--- src/rtl/alu_issue_sequencer_pkg.sv ---
// rtl/alu_issue_sequencer_pkg.sv - shared opcodes, instruction field positions and FSM states
package alu_issue_sequencer_pkg;

    localparam int INSTR_W = 19;

    localparam logic [2:0] OP_NOP = 3'b000;
    localparam logic [2:0] OP_ADD = 3'b001;
    localparam logic [2:0] OP_SUB = 3'b010;
    localparam logic [2:0] OP_INC = 3'b011;
    localparam logic [2:0] OP_DEC = 3'b100;
    localparam logic [2:0] OP_AND = 3'b101;
    localparam logic [2:0] OP_OR  = 3'b110;
    localparam logic [2:0] OP_NOT = 3'b111;

    localparam int OPC_MSB = 18;
    localparam int OPC_LSB = 16;
    localparam int A_MSB   = 15;
    localparam int A_LSB   = 8;
    localparam int B_MSB   = 7;
    localparam int B_LSB   = 0;

    typedef enum logic [1:0] {
        S_IDLE  = 2'b00,
        S_RUN   = 2'b01,
        S_STALL = 2'b10
    } seq_state_e;

endpackage

--- src/rtl/alu_issue_sequencer_cu.sv ---
// rtl/alu_issue_sequencer_cu.sv - combinational 8-bit ALU control unit
// Ports: result (8-bit ALU output), instruction ([18:16] opcode, [15:8] A, [7:0] B).
// Opcode 000 is not an operation and yields 0.
module cu
    import alu_issue_sequencer_pkg::*;
(
    output logic [7:0]         result,
    input  logic [INSTR_W-1:0] instruction
);

    logic [2:0] opc;
    logic [7:0] a;
    logic [7:0] b;

    assign opc = instruction[OPC_MSB:OPC_LSB];
    assign a   = instruction[A_MSB:A_LSB];
    assign b   = instruction[B_MSB:B_LSB];

    always_comb begin
        result = 8'h00;
        case (opc)
            OP_ADD:  result = a + b;
            OP_SUB:  result = a - b;
            OP_INC:  result = a + 8'd1;
            OP_DEC:  result = a - 8'd1;
            OP_AND:  result = a & b;
            OP_OR:   result = a | b;
            OP_NOT:  result = ~a;
            default: result = 8'h00;
        endcase
    end

endmodule

--- src/rtl/alu_issue_sequencer_instr_fifo.sv ---
// rtl/alu_issue_sequencer_instr_fifo.sv - DEPTH x WIDTH instruction FIFO with count
// Ports: clk, rst_n (async active-low), clr_i (sync clear, dominates push/pop),
//        push_i/wr_data_i, pop_i/rd_data_o (head, valid when !empty_o),
//        full_o, empty_o, count_o (entries held, 0..DEPTH).
module instr_fifo #(
    parameter int DEPTH = 4,
    parameter int WIDTH = 19
) (
    input  logic                     clk,
    input  logic                     rst_n,
    input  logic                     clr_i,
    input  logic                     push_i,
    input  logic [WIDTH-1:0]         wr_data_i,
    input  logic                     pop_i,
    output logic [WIDTH-1:0]         rd_data_o,
    output logic                     full_o,
    output logic                     empty_o,
    output logic [$clog2(DEPTH):0]   count_o
);

    localparam int PTR_W = $clog2(DEPTH);
    localparam logic [PTR_W-1:0] PTR_ONE  = PTR_W'(1);
    localparam logic [PTR_W:0]   CNT_ONE  = (PTR_W + 1)'(1);
    localparam logic [PTR_W:0]   CNT_FULL = (PTR_W + 1)'(DEPTH);

    logic [WIDTH-1:0] mem_q [DEPTH];
    logic [PTR_W-1:0] wr_ptr_q, wr_ptr_d;
    logic [PTR_W-1:0] rd_ptr_q, rd_ptr_d;
    logic [PTR_W:0]   count_q, count_d;
    logic             do_push;
    logic             do_pop;

    assign full_o    = (count_q == CNT_FULL);
    assign empty_o   = (count_q == '0);
    assign count_o   = count_q;
    assign rd_data_o = mem_q[rd_ptr_q];

    // Guards keep the FIFO self-consistent even if a caller ignores full/empty.
    assign do_push = push_i && !full_o && !clr_i;
    assign do_pop  = pop_i && !empty_o && !clr_i;

    always_comb begin
        wr_ptr_d = wr_ptr_q;
        rd_ptr_d = rd_ptr_q;
        count_d  = count_q;
        if (clr_i) begin
            wr_ptr_d = '0;
            rd_ptr_d = '0;
            count_d  = '0;
        end else begin
            // DEPTH is a power of two, so pointers wrap by overflow.
            if (do_push) wr_ptr_d = wr_ptr_q + PTR_ONE;
            if (do_pop)  rd_ptr_d = rd_ptr_q + PTR_ONE;
            case ({do_push, do_pop})
                2'b10:   count_d = count_q + CNT_ONE;
                2'b01:   count_d = count_q - CNT_ONE;
                default: count_d = count_q;
            endcase
        end
    end

    always_ff @(posedge clk or negedge rst_n) begin
        if (!rst_n) begin
            wr_ptr_q <= '0;
            rd_ptr_q <= '0;
            count_q  <= '0;
        end else begin
            wr_ptr_q <= wr_ptr_d;
            rd_ptr_q <= rd_ptr_d;
            count_q  <= count_d;
        end
    end

    // Storage needs no reset: entries are only read once the count covers them.
    always_ff @(posedge clk) begin
        if (do_push) mem_q[wr_ptr_q] <= wr_data_i;
    end

endmodule

--- src/rtl/alu_issue_sequencer.sv ---
// rtl/alu_issue_sequencer.sv - buffered, back-pressured issue stage around the ALU CU
// Ports: clk, rst_n (async active-low);
//        in_valid/in_ready/in_instr  upstream instruction handshake;
//        out_valid/out_ready         downstream result handshake, out_result/out_opcode payload;
//        flush                       sync clear of FIFO and output register;
//        busy, err_illegal (sticky), op_count (accepted results, wraps).
module alu_issue_sequencer
    import alu_issue_sequencer_pkg::*;
#(
    parameter int DEPTH = 4,
    parameter int CNT_W = 16
) (
    input  logic               clk,
    input  logic               rst_n,
    input  logic               in_valid,
    output logic               in_ready,
    input  logic [INSTR_W-1:0] in_instr,
    input  logic               flush,
    output logic               out_valid,
    input  logic               out_ready,
    output logic [7:0]         out_result,
    output logic [2:0]         out_opcode,
    output logic               busy,
    output logic               err_illegal,
    output logic [CNT_W-1:0]   op_count
);

    localparam int FCNT_W = $clog2(DEPTH) + 1;
    localparam logic [CNT_W-1:0] OPS_ONE = CNT_W'(1);

    seq_state_e         state_q, state_d;
    logic [7:0]         result_q, result_d;
    logic [2:0]         opcode_q, opcode_d;
    logic               err_q, err_d;
    logic [CNT_W-1:0]   count_q, count_d;

    logic [INSTR_W-1:0] fifo_head;
    logic               fifo_full;
    logic               fifo_empty;
    logic [FCNT_W-1:0]  fifo_count;
    logic [7:0]         cu_result;

    logic               push;
    logic               issue;
    logic               head_illegal;
    logic               load;
    logic               handshake;
    logic               valid_next;

    // out_valid is a property of the FSM: any non-IDLE state holds a result.
    assign out_valid   = (state_q != S_IDLE);
    assign out_result  = result_q;
    assign out_opcode  = opcode_q;
    assign err_illegal = err_q;
    assign op_count    = count_q;
    assign in_ready    = !fifo_full;
    assign busy        = (fifo_count != '0) || out_valid;

    assign push         = in_valid && !fifo_full && !flush;
    assign issue        = !fifo_empty && (!out_valid || out_ready) && !flush;
    assign head_illegal = (fifo_head[OPC_MSB:OPC_LSB] == OP_NOP);
    assign load         = issue && !head_illegal;
    assign handshake    = out_valid && out_ready;
    // An illegal pop produces nothing, so the output is valid afterwards only
    // if a legal result loads or the current one is held by back-pressure.
    assign valid_next   = load || (out_valid && !out_ready);

    instr_fifo #(
        .DEPTH (DEPTH),
        .WIDTH (INSTR_W)
    ) u_fifo (
        .clk       (clk),
        .rst_n     (rst_n),
        .clr_i     (flush),
        .push_i    (push),
        .wr_data_i (in_instr),
        .pop_i     (issue),
        .rd_data_o (fifo_head),
        .full_o    (fifo_full),
        .empty_o   (fifo_empty),
        .count_o   (fifo_count)
    );

    cu u_cu (
        .result      (cu_result),
        .instruction (fifo_head)
    );

    always_comb begin
        state_d  = state_q;
        result_d = result_q;
        opcode_d = opcode_q;
        err_d    = err_q;
        count_d  = count_q;
        if (flush) begin
            state_d = S_IDLE;
        end else begin
            if (handshake) count_d = count_q + OPS_ONE;
            if (issue && head_illegal) err_d = 1'b1;
            if (load) begin
                result_d = cu_result;
                opcode_d = fifo_head[OPC_MSB:OPC_LSB];
            end
            case (state_q)
                S_IDLE: begin
                    state_d = valid_next ? S_RUN : S_IDLE;
                end
                S_RUN, S_STALL: begin
                    if (!valid_next)              state_d = S_IDLE;
                    else if (!out_ready)          state_d = S_STALL;
                    else                          state_d = S_RUN;
                end
                default: state_d = S_IDLE;
            endcase
        end
    end

    always_ff @(posedge clk or negedge rst_n) begin
        if (!rst_n) begin
            state_q  <= S_IDLE;
            result_q <= '0;
            opcode_q <= '0;
            err_q    <= 1'b0;
            count_q  <= '0;
        end else begin
            state_q  <= state_d;
            result_q <= result_d;
            opcode_q <= opcode_d;
            err_q    <= err_d;
            count_q  <= count_d;
        end
    end

endmodule

--- config.mk ---
export PLATFORM = sky130hd
export DESIGN_NAME = alu_issue_sequencer
export DESIGN_NICKNAME = d
export VERILOG_FILES = /design/src/rtl/alu_issue_sequencer_pkg.sv /design/src/rtl/alu_issue_sequencer_cu.sv /design/src/rtl/alu_issue_sequencer_instr_fifo.sv /design/src/rtl/alu_issue_sequencer.sv
export SDC_FILE = /design/constraint.sdc
export NUM_CORES = 1
export LEC_CHECK = 0
export ABC_AREA = 1
export ABC_CLOCK_PERIOD_IN_PS = 3000
export BUFFER_PORTS_ARGS = -buffer_cell sky130_fd_sc_hd__buf_2
export CORE_MARGIN = 4
export CORE_UTILIZATION = 55
export CTS_BUF_LIST = sky130_fd_sc_hd__clkbuf_2 sky130_fd_sc_hd__clkbuf_4 sky130_fd_sc_hd__clkbuf_8
export CTS_CLUSTER_DIAMETER = 150
export DETAILED_ROUTE_END_ITERATION = 12
export PLACE_DENSITY_LB_ADDON = 0.25
export SYNTH_ARGS = -nofsm -noshare
export SYNTH_HDL_FRONTEND = slang
export SYNTH_SLANG_ARGS = --single-unit
--- constraint.sdc ---
create_clock -name clk -period 3 [get_ports clk]
set_clock_uncertainty 0.1 [all_clocks]
set_input_delay 0.45 -clock clk [delete_from_list [all_inputs] [get_ports clk]]
set_output_delay 0.45 -clock clk [all_outputs]
set_load 0.01 [all_outputs]
After elaboration in Yosys (flattened, before gate mapping)
Memory sizes are Yosys's and may differ from the RTL's.
Cells that the tools add are included.
{"block": "word_totals", "regBits": 37, "ram_bits": 76, "input_bits": 24, "out_inout_bits": 31, "elab_cells": 81, "mem_count": 1}
{"block": "op_classes", "addsub": 9, "n_eq_ne": 12, "muxes": 14, "bitwise": 4, "n_reduce_logical": 33}
{"name": "u_fifo.mem_q", "depth": 4, "width": 19, "rd": 1, "rd_ports_with_merged_regs": 0, "write_ports": 1, "line": "alu_issue_sequencer_instr_fifo.sv:26", "rtl": "logic [WIDTH-1:0] mem_q [DEPTH];"}
{"op": "8-bit case mux with 7 select lines", "n": 1}
{"op": "16-bit by 1-bit adder with 16-bit output, second input constant", "n": 1}
{"op": "3-bit == test, second input constant", "n": 5}
{"op": "2-bit two-way mux", "n": 7}
{"op": "1-bit logical AND", "n": 12}
{"op": "8-bit by 1-bit adder with 8-bit output, second input constant", "n": 1}
{"op": "8-bit adder", "n": 1}
{"op": "8-bit AND", "n": 1}
{"op": "8-bit inverter", "n": 1}
{"op": "8-bit bitwise OR", "n": 1}
{"op": "8-bit by 1-bit subtractor with 8-bit output, second input constant", "n": 1}
{"op": "8-bit subtractor", "n": 1}
{"op": "3-bit by 2-bit == test with 1-bit output, second input constant", "n": 2}
{"op": "1-bit logical NOT", "n": 6}
{"op": "3-bit logical NOT", "n": 2}
{"op": "3-bit case mux with 2 select lines", "n": 1}
{"op": "2-bit AND reduction", "n": 3}
{"op": "2-bit nonzero test", "n": 3}
{"op": "3-bit nonzero test", "n": 2}
{"op": "2-bit by 1-bit adder with 2-bit output, second input constant", "n": 2}
{"op": "2-bit by 1-bit == test with 1-bit output, second input constant", "n": 2}
{"op": "2-bit == test, second input constant", "n": 2}
{"op": "2-bit case mux with 2 select lines", "n": 1}
{"op": "3-bit by 1-bit adder with 3-bit output, second input constant", "n": 1}
{"op": "other kinds (8)", "n": 12}

Longest topological paths before layout
{"block": "depth", "word_depth": 10, "ltp_mapped": 24, "mapped_depth_nobuf": 22}

Modules after synthesis
Synthesis repeated with hierarchy kept, for this count alone.
{"block": "unflattened", "hier_cells": 581, "area_unflattened_um2": 5609.1}
{"mod": "instr_fifo", "n_inst": 1, "cells_per_inst": 250, "area_each_um2": 3283.1, "seq_area_each_um2": 2457.4}
{"mod": "alu_issue_sequencer", "n_inst": 1, "cells_per_inst": 173, "area_each_um2": 1467.7, "seq_area_each_um2": 750.7}
{"mod": "cu", "n_inst": 1, "cells_per_inst": 158, "area_each_um2": 858.3, "seq_area_each_um2": 0.0}

Least setup slack after synthesis
No wires, ideal clock.
{"block": "synth_path", "path_kind": "reg-to-reg", "startpoint": "register u_fifo.rd_ptr_q[0]", "endpoint": "register result_q[6] (netlist: out_result[6])", "setup_ns": 0.082, "t_arrival_ns": 2.916, "required_time_ns": 2.818, "setup_slack_ns": -0.098, "stages_incl_launch_ff": 23, "n_path_buf": 2, "synth_period_minus_slack_ns": 3.098, "path_cell_list": "dfrtp_1 -> buf_6 -> buf_4 -> nand2_1 -> nand3_2 -> nand2_4 -> nand2_1 -> nor2_2 -> nor2_4 -> nor2_1 -> inv_1 -> o22ai_1 -> inv_1 -> fa_1 -> nor2_1 -> o21ai_0 -> nand2_1 -> nand2_1 -> nand2_1 -> a21oi_1 -> xor2_1 -> or2_2 -> a31oi_1"}
{"block": "synth_between", "elab_chain_len": 5, "elab_cells_between_ends": 20, "classes_between": "4 x add/sub; 7 x eq/ne; 1 x mux; 3 x bitwise; 4 x reduce/logical; 1 x memory"}
{"item": "start, declared", "line": "alu_issue_sequencer_instr_fifo.sv:28", "rtl": "logic [PTR_W-1:0] rd_ptr_q, rd_ptr_d;"}
{"item": "start signal, assigned", "line": "alu_issue_sequencer_instr_fifo.sv:69", "rtl": "rd_ptr_q <= rd_ptr_d;"}
{"item": "memory 4 x 19 bit *"}
{"item": "branches (longest 4 deep; another with 8-bit by 1-bit subtractor with 8-bit output)"}
{"item": "end signal, assigned", "line": "alu_issue_sequencer.sv:127", "rtl": "result_q <= result_d;"}
{"item": "end, declared", "line": "alu_issue_sequencer.sv:32", "rtl": "logic [7:0] result_q, result_d;"}
Mark *: on every way between the ends.
A chain may end at the register's enable or synchronous reset.

Worst setup path in the final report
{"block": "layout_path", "startpoint": "register u_fifo.rd_ptr_q[0]", "endpoint": "register result_q[5] (netlist: out_result[5])"}
Same word-level chain as after synthesis.

==> results.py <==
metrics = {
    "run_status": {
        "outcome": "finished with violations",
        "violations": "setup timing",
    },
    "worst_setup_path": {
        "crit_chain": "buf_6 -> nand2_2 -> nand2_1 -> nand2_1 -> nand2_2 -> nand2_4 -> nor2_4 -> buf_4 -> nor4_4 -> a211oi_2 -> ha_1 -> buf_4 -> a21oi_1 -> o21ai_2 -> nand2_1 -> nand2_1 -> nand2_1 -> nand2_1 -> o21ai_0 -> a21o_1 -> a21oi_1",
        "critical_path.top_delay_family": "compound AO/OA/AOI/OAI gates",
        "crit_arrival_ns": 3.44,
        "start_kind": "register",
        "slowest_delay_ns": 0.51,
        "crit_path_frequent_cell": "nand2_1",
        "cp_max_fo": 5,
        "crit_start": "u_fifo.rd_ptr_q[0]$_DFFE_PN0P_",
        "slowest_stage": "dfrtp_2",
        "worst-path-buf-inv": 3,
        "r2r-start": "u_fifo.rd_ptr_q[0]$_DFFE_PN0P_",
        "cp.required_ns": 3.21,
        "critPathKind": "reg2reg",
        "end_kind": "register",
    },
    "sta": {
        "final-setup-viol-count": 3,
        "period_minus_slack_ns": 3.224,
        "slew_violations": 0,
        "fmax_mhz": 310.2,
        "period_share": 1.075,
        "fin_hold_ws_ns": 0.01447,
        "slew_headroom": 0.4184,
        "worst_slew_pin_slew_ns": 0.8724,
        "grt_setup_unrepaired": "true",
        "setup_ws_ns": -0.2237,
        "hold_viol_final": 0,
    },
    "synthesis": {
        "async_flop_share": 0.3274,
        "ys_types": 45,
        "synth_area_mm2": 0.005669,
        "synth.area.top_cells": "edfxtp_1 40%, dfrtp_1 16%, nand2_1 8.7%",
        "post-synth-top-count-cell": "nand2_1",
        "dominantRegCellSynth": "edfxtp_1",
        "synth_area_per_cell_um2": 10.12,
        "syn-num-nets": 602,
        "ys_ff_latch": 113,
        "synth_top_cell_by_area": "edfxtp_1",
        "ys_seq_area_frac": 0.5659,
        "synth_common_cells": "132 x nand2_1, 76 x edfxtp_1, 49 x inv_1",
        "synth_edf_count": 76,
        "yosysWarnings": 0,
        "synth.top_cell.area_share": 0.4026,
        "netlist_instances": 560,
    },
    "pwr": {
        "combPwrFrac": 0.630,
        "leakage_uw": 0.003271,
        "power_density_mw_per_mm2": 1317,
        "peakVddDrop_mv": 0.7287,
        "switching_share": 0.4199,
        "total_power_uw": 9626,
        "intPower_uw": 5584,
        "switchingPower_uw": 4041,
        "seq_power_share": 0.209,
        "clkPwrFrac": 0.161,
    },
    "cts": {
        "path_clk_slew_ns": 0.09,
        "root_buffer": "clkbuf_8",
        "htreeDepth": 4,
        "hold_buffers": 0,
        "numCtsBuffers": 17,
        "clkSinkCount": 113,
        "clock_latency_ns": 0.45,
        "cts_buffer_depth": 2,
        "cts_tree": "yes",
    },
    "die": {
        "rows": 36,
        "die_w_um": 109.5,
        "start_util": 0.5721,
        "die-area_mm2": 0.01200,
        "ioPinCount": 55,
        "coreArea_mm2": 0.009910,
        "die_h_um": 109.5,
    },
    "route": {
        "drt-pass1-iter-count": 5,
        "drc_errors": 0,
        "post_drt_wl_per_cell_um": 16.34,
        "num_vias": 4515,
        "vias_per_cell": 5.369,
        "wirelength_um": 13750,
        "postRouteAntennaNets": 0,
        "drtIter0Drc": 387,
    },
    "placed_design": {
        "portBuffers": 54,
        "gp_congestion": 0.9348,
        "dp_hpwl_um": 9094,
    },
    "global_route": {
        "antenna_found_initial": 0,
        "grt_use_total": 0.2433,
        "grt_max_degree": 38,
        "grt_pass1_vias": 4630,
        "grt_pass1_wl_um": 21910,
        "grt_overflow_total": 0,
    },
    "cells_and_area": {
        "diodes": 0,
        "syn2layout_area_growth_pct": 28.96,
        "fin_util": 0.7378,
        "drive_above_1_share": 0.3701,
        "fillCellCount": 660,
        "fin_nets": 737,
    },
    "worst_hold_path": {
        "hold_class": "in2async",
    },
    "flow_run": {
        "maxCapViolCount": 0,
    },
}
[registers in the layout, indices dropped and copies added (netlist names)]
register / cells
u_fifo.mem_q: 76
out_opcode: 3
op_count: 16
u_fifo.wr_ptr_q: 2
state_q: 2
err_illegal: 1
u_fifo.rd_ptr_q: 2
u_fifo.count_o: 3
out_result: 8
[logic make-up after synthesis]
family	synth area share
adder cells (fa/ha/maj)	0.04237
buffers and inverters	0.05562
AO/OA/AOI/OAI	0.08453
flip-flops	0.5659
XOR/XNOR	0.02781
multiplexers	0.001986
AND/OR/NAND/NOR	0.2218
[layout make-up]
| cell class | count | area, um2 | share of cell area |
|---|---|---|---|
| clock buffers | 18 | 241.5 | 0.03303 |
| flip-flops and latches | 113 | 3209 | 0.4390 |
| repair inverters | 1 | 6.256 | 0.0008557 |
| inverters | 55 | 214.0 | 0.02927 |
| multi-input cells | 376 | 2410 | 0.3296 |
| repair buffers | 131 | 874.6 | 0.1196 |
| well taps | 133 | 166.4 | 0.02276 |
| clock inverters | 14 | 188.9 | 0.02584 |
[power by group through the flow]
stage                     Combinational [uW]  Sequential [uW]  Clock, uW
after floorplan                         2900             2060          0
after global routing                    6610             2040       1650
after CTS                               5570             2010       1570
after global placement                  4430             2020          0
final                                   6060             2010       1550
after detailed placement                4600             2030          0
[layout by cell type, fill, tap and decap left out, types with 7 or more instances in the layout]
cell type,n
nand2_1,121
edfxtp_1,76
buf_4,70
buf_2,54
inv_1,44
dfrtp_1,36
nor2_1,29
nand3_1,28
o21ai_0,27
a21oi_1,22
nand3_2,20
nand2_2,19
clkbuf_8,17
ha_1,13
inv_2,9
xor2_1,9
xnor2_1,9
nand2_4,8
buf_6,7
[through the flow]
step | setup TNS (ns) | std cells | setup WS [ns] | instance area [um2]
2_1_floorplan | 0 | 560 | 0.03220 | 5688
3_3_place_gp | -0.04767 | 785 | -0.04767 | 6424
3_5_place_dp | -0.2360 | 785 | -0.1694 | 6424
4_1_cts | -0.2458 | 839 | -0.1352 | 7161
5_1_grt | -1.408 | 841 | -0.4215 | 7311
6_report | -0.5192 | 841 | -0.2237 | 7311
[final timing paths]
path | to | slack, ns | depth (start not counted)
worst max-delay path | out_result[5]$_DFFE_PN0P_ | -0.22 | 21
worst min-delay path | out_result[7]$_DFFE_PN0P_ | 0.01 | 1
min in group clk | u_fifo.mem_q[2][5]$_DFFE_PP_ | 0.13 | 1
worst min register to register | op_count[15]$_DFFE_PN0P_ | 0.37 | 1
worst max register to register | out_result[5]$_DFFE_PN0P_ | -0.22 | 21
max in group asynchronous | u_fifo.rd_ptr_q[0]$_DFFE_PN0P_ | 2.19 | 1
[what timing repair did]
| item | 4_1_cts | 5_1_grt |
|---|---|---|
| gates cloned | 2 | 0 |
| endpoints found under the setup margin | 3 | 6 |
| setup buffers | 21 | 6 |
| hold endpoints to repair | 0 | 0 |
| gates resized for setup | 39 | 32 |
| pin swaps | 39 | 36 |
[metal layers]
layer	track usage	vias up	wire, um
met5	0	-	0
met4	0.1398	0	487
met3	0.06107	33	879
met2	0.3893	162	6797
met1	0.3003	2140	5581
li1	-	2180	-
Note: power is estimated with default switching activity, not from simulation.
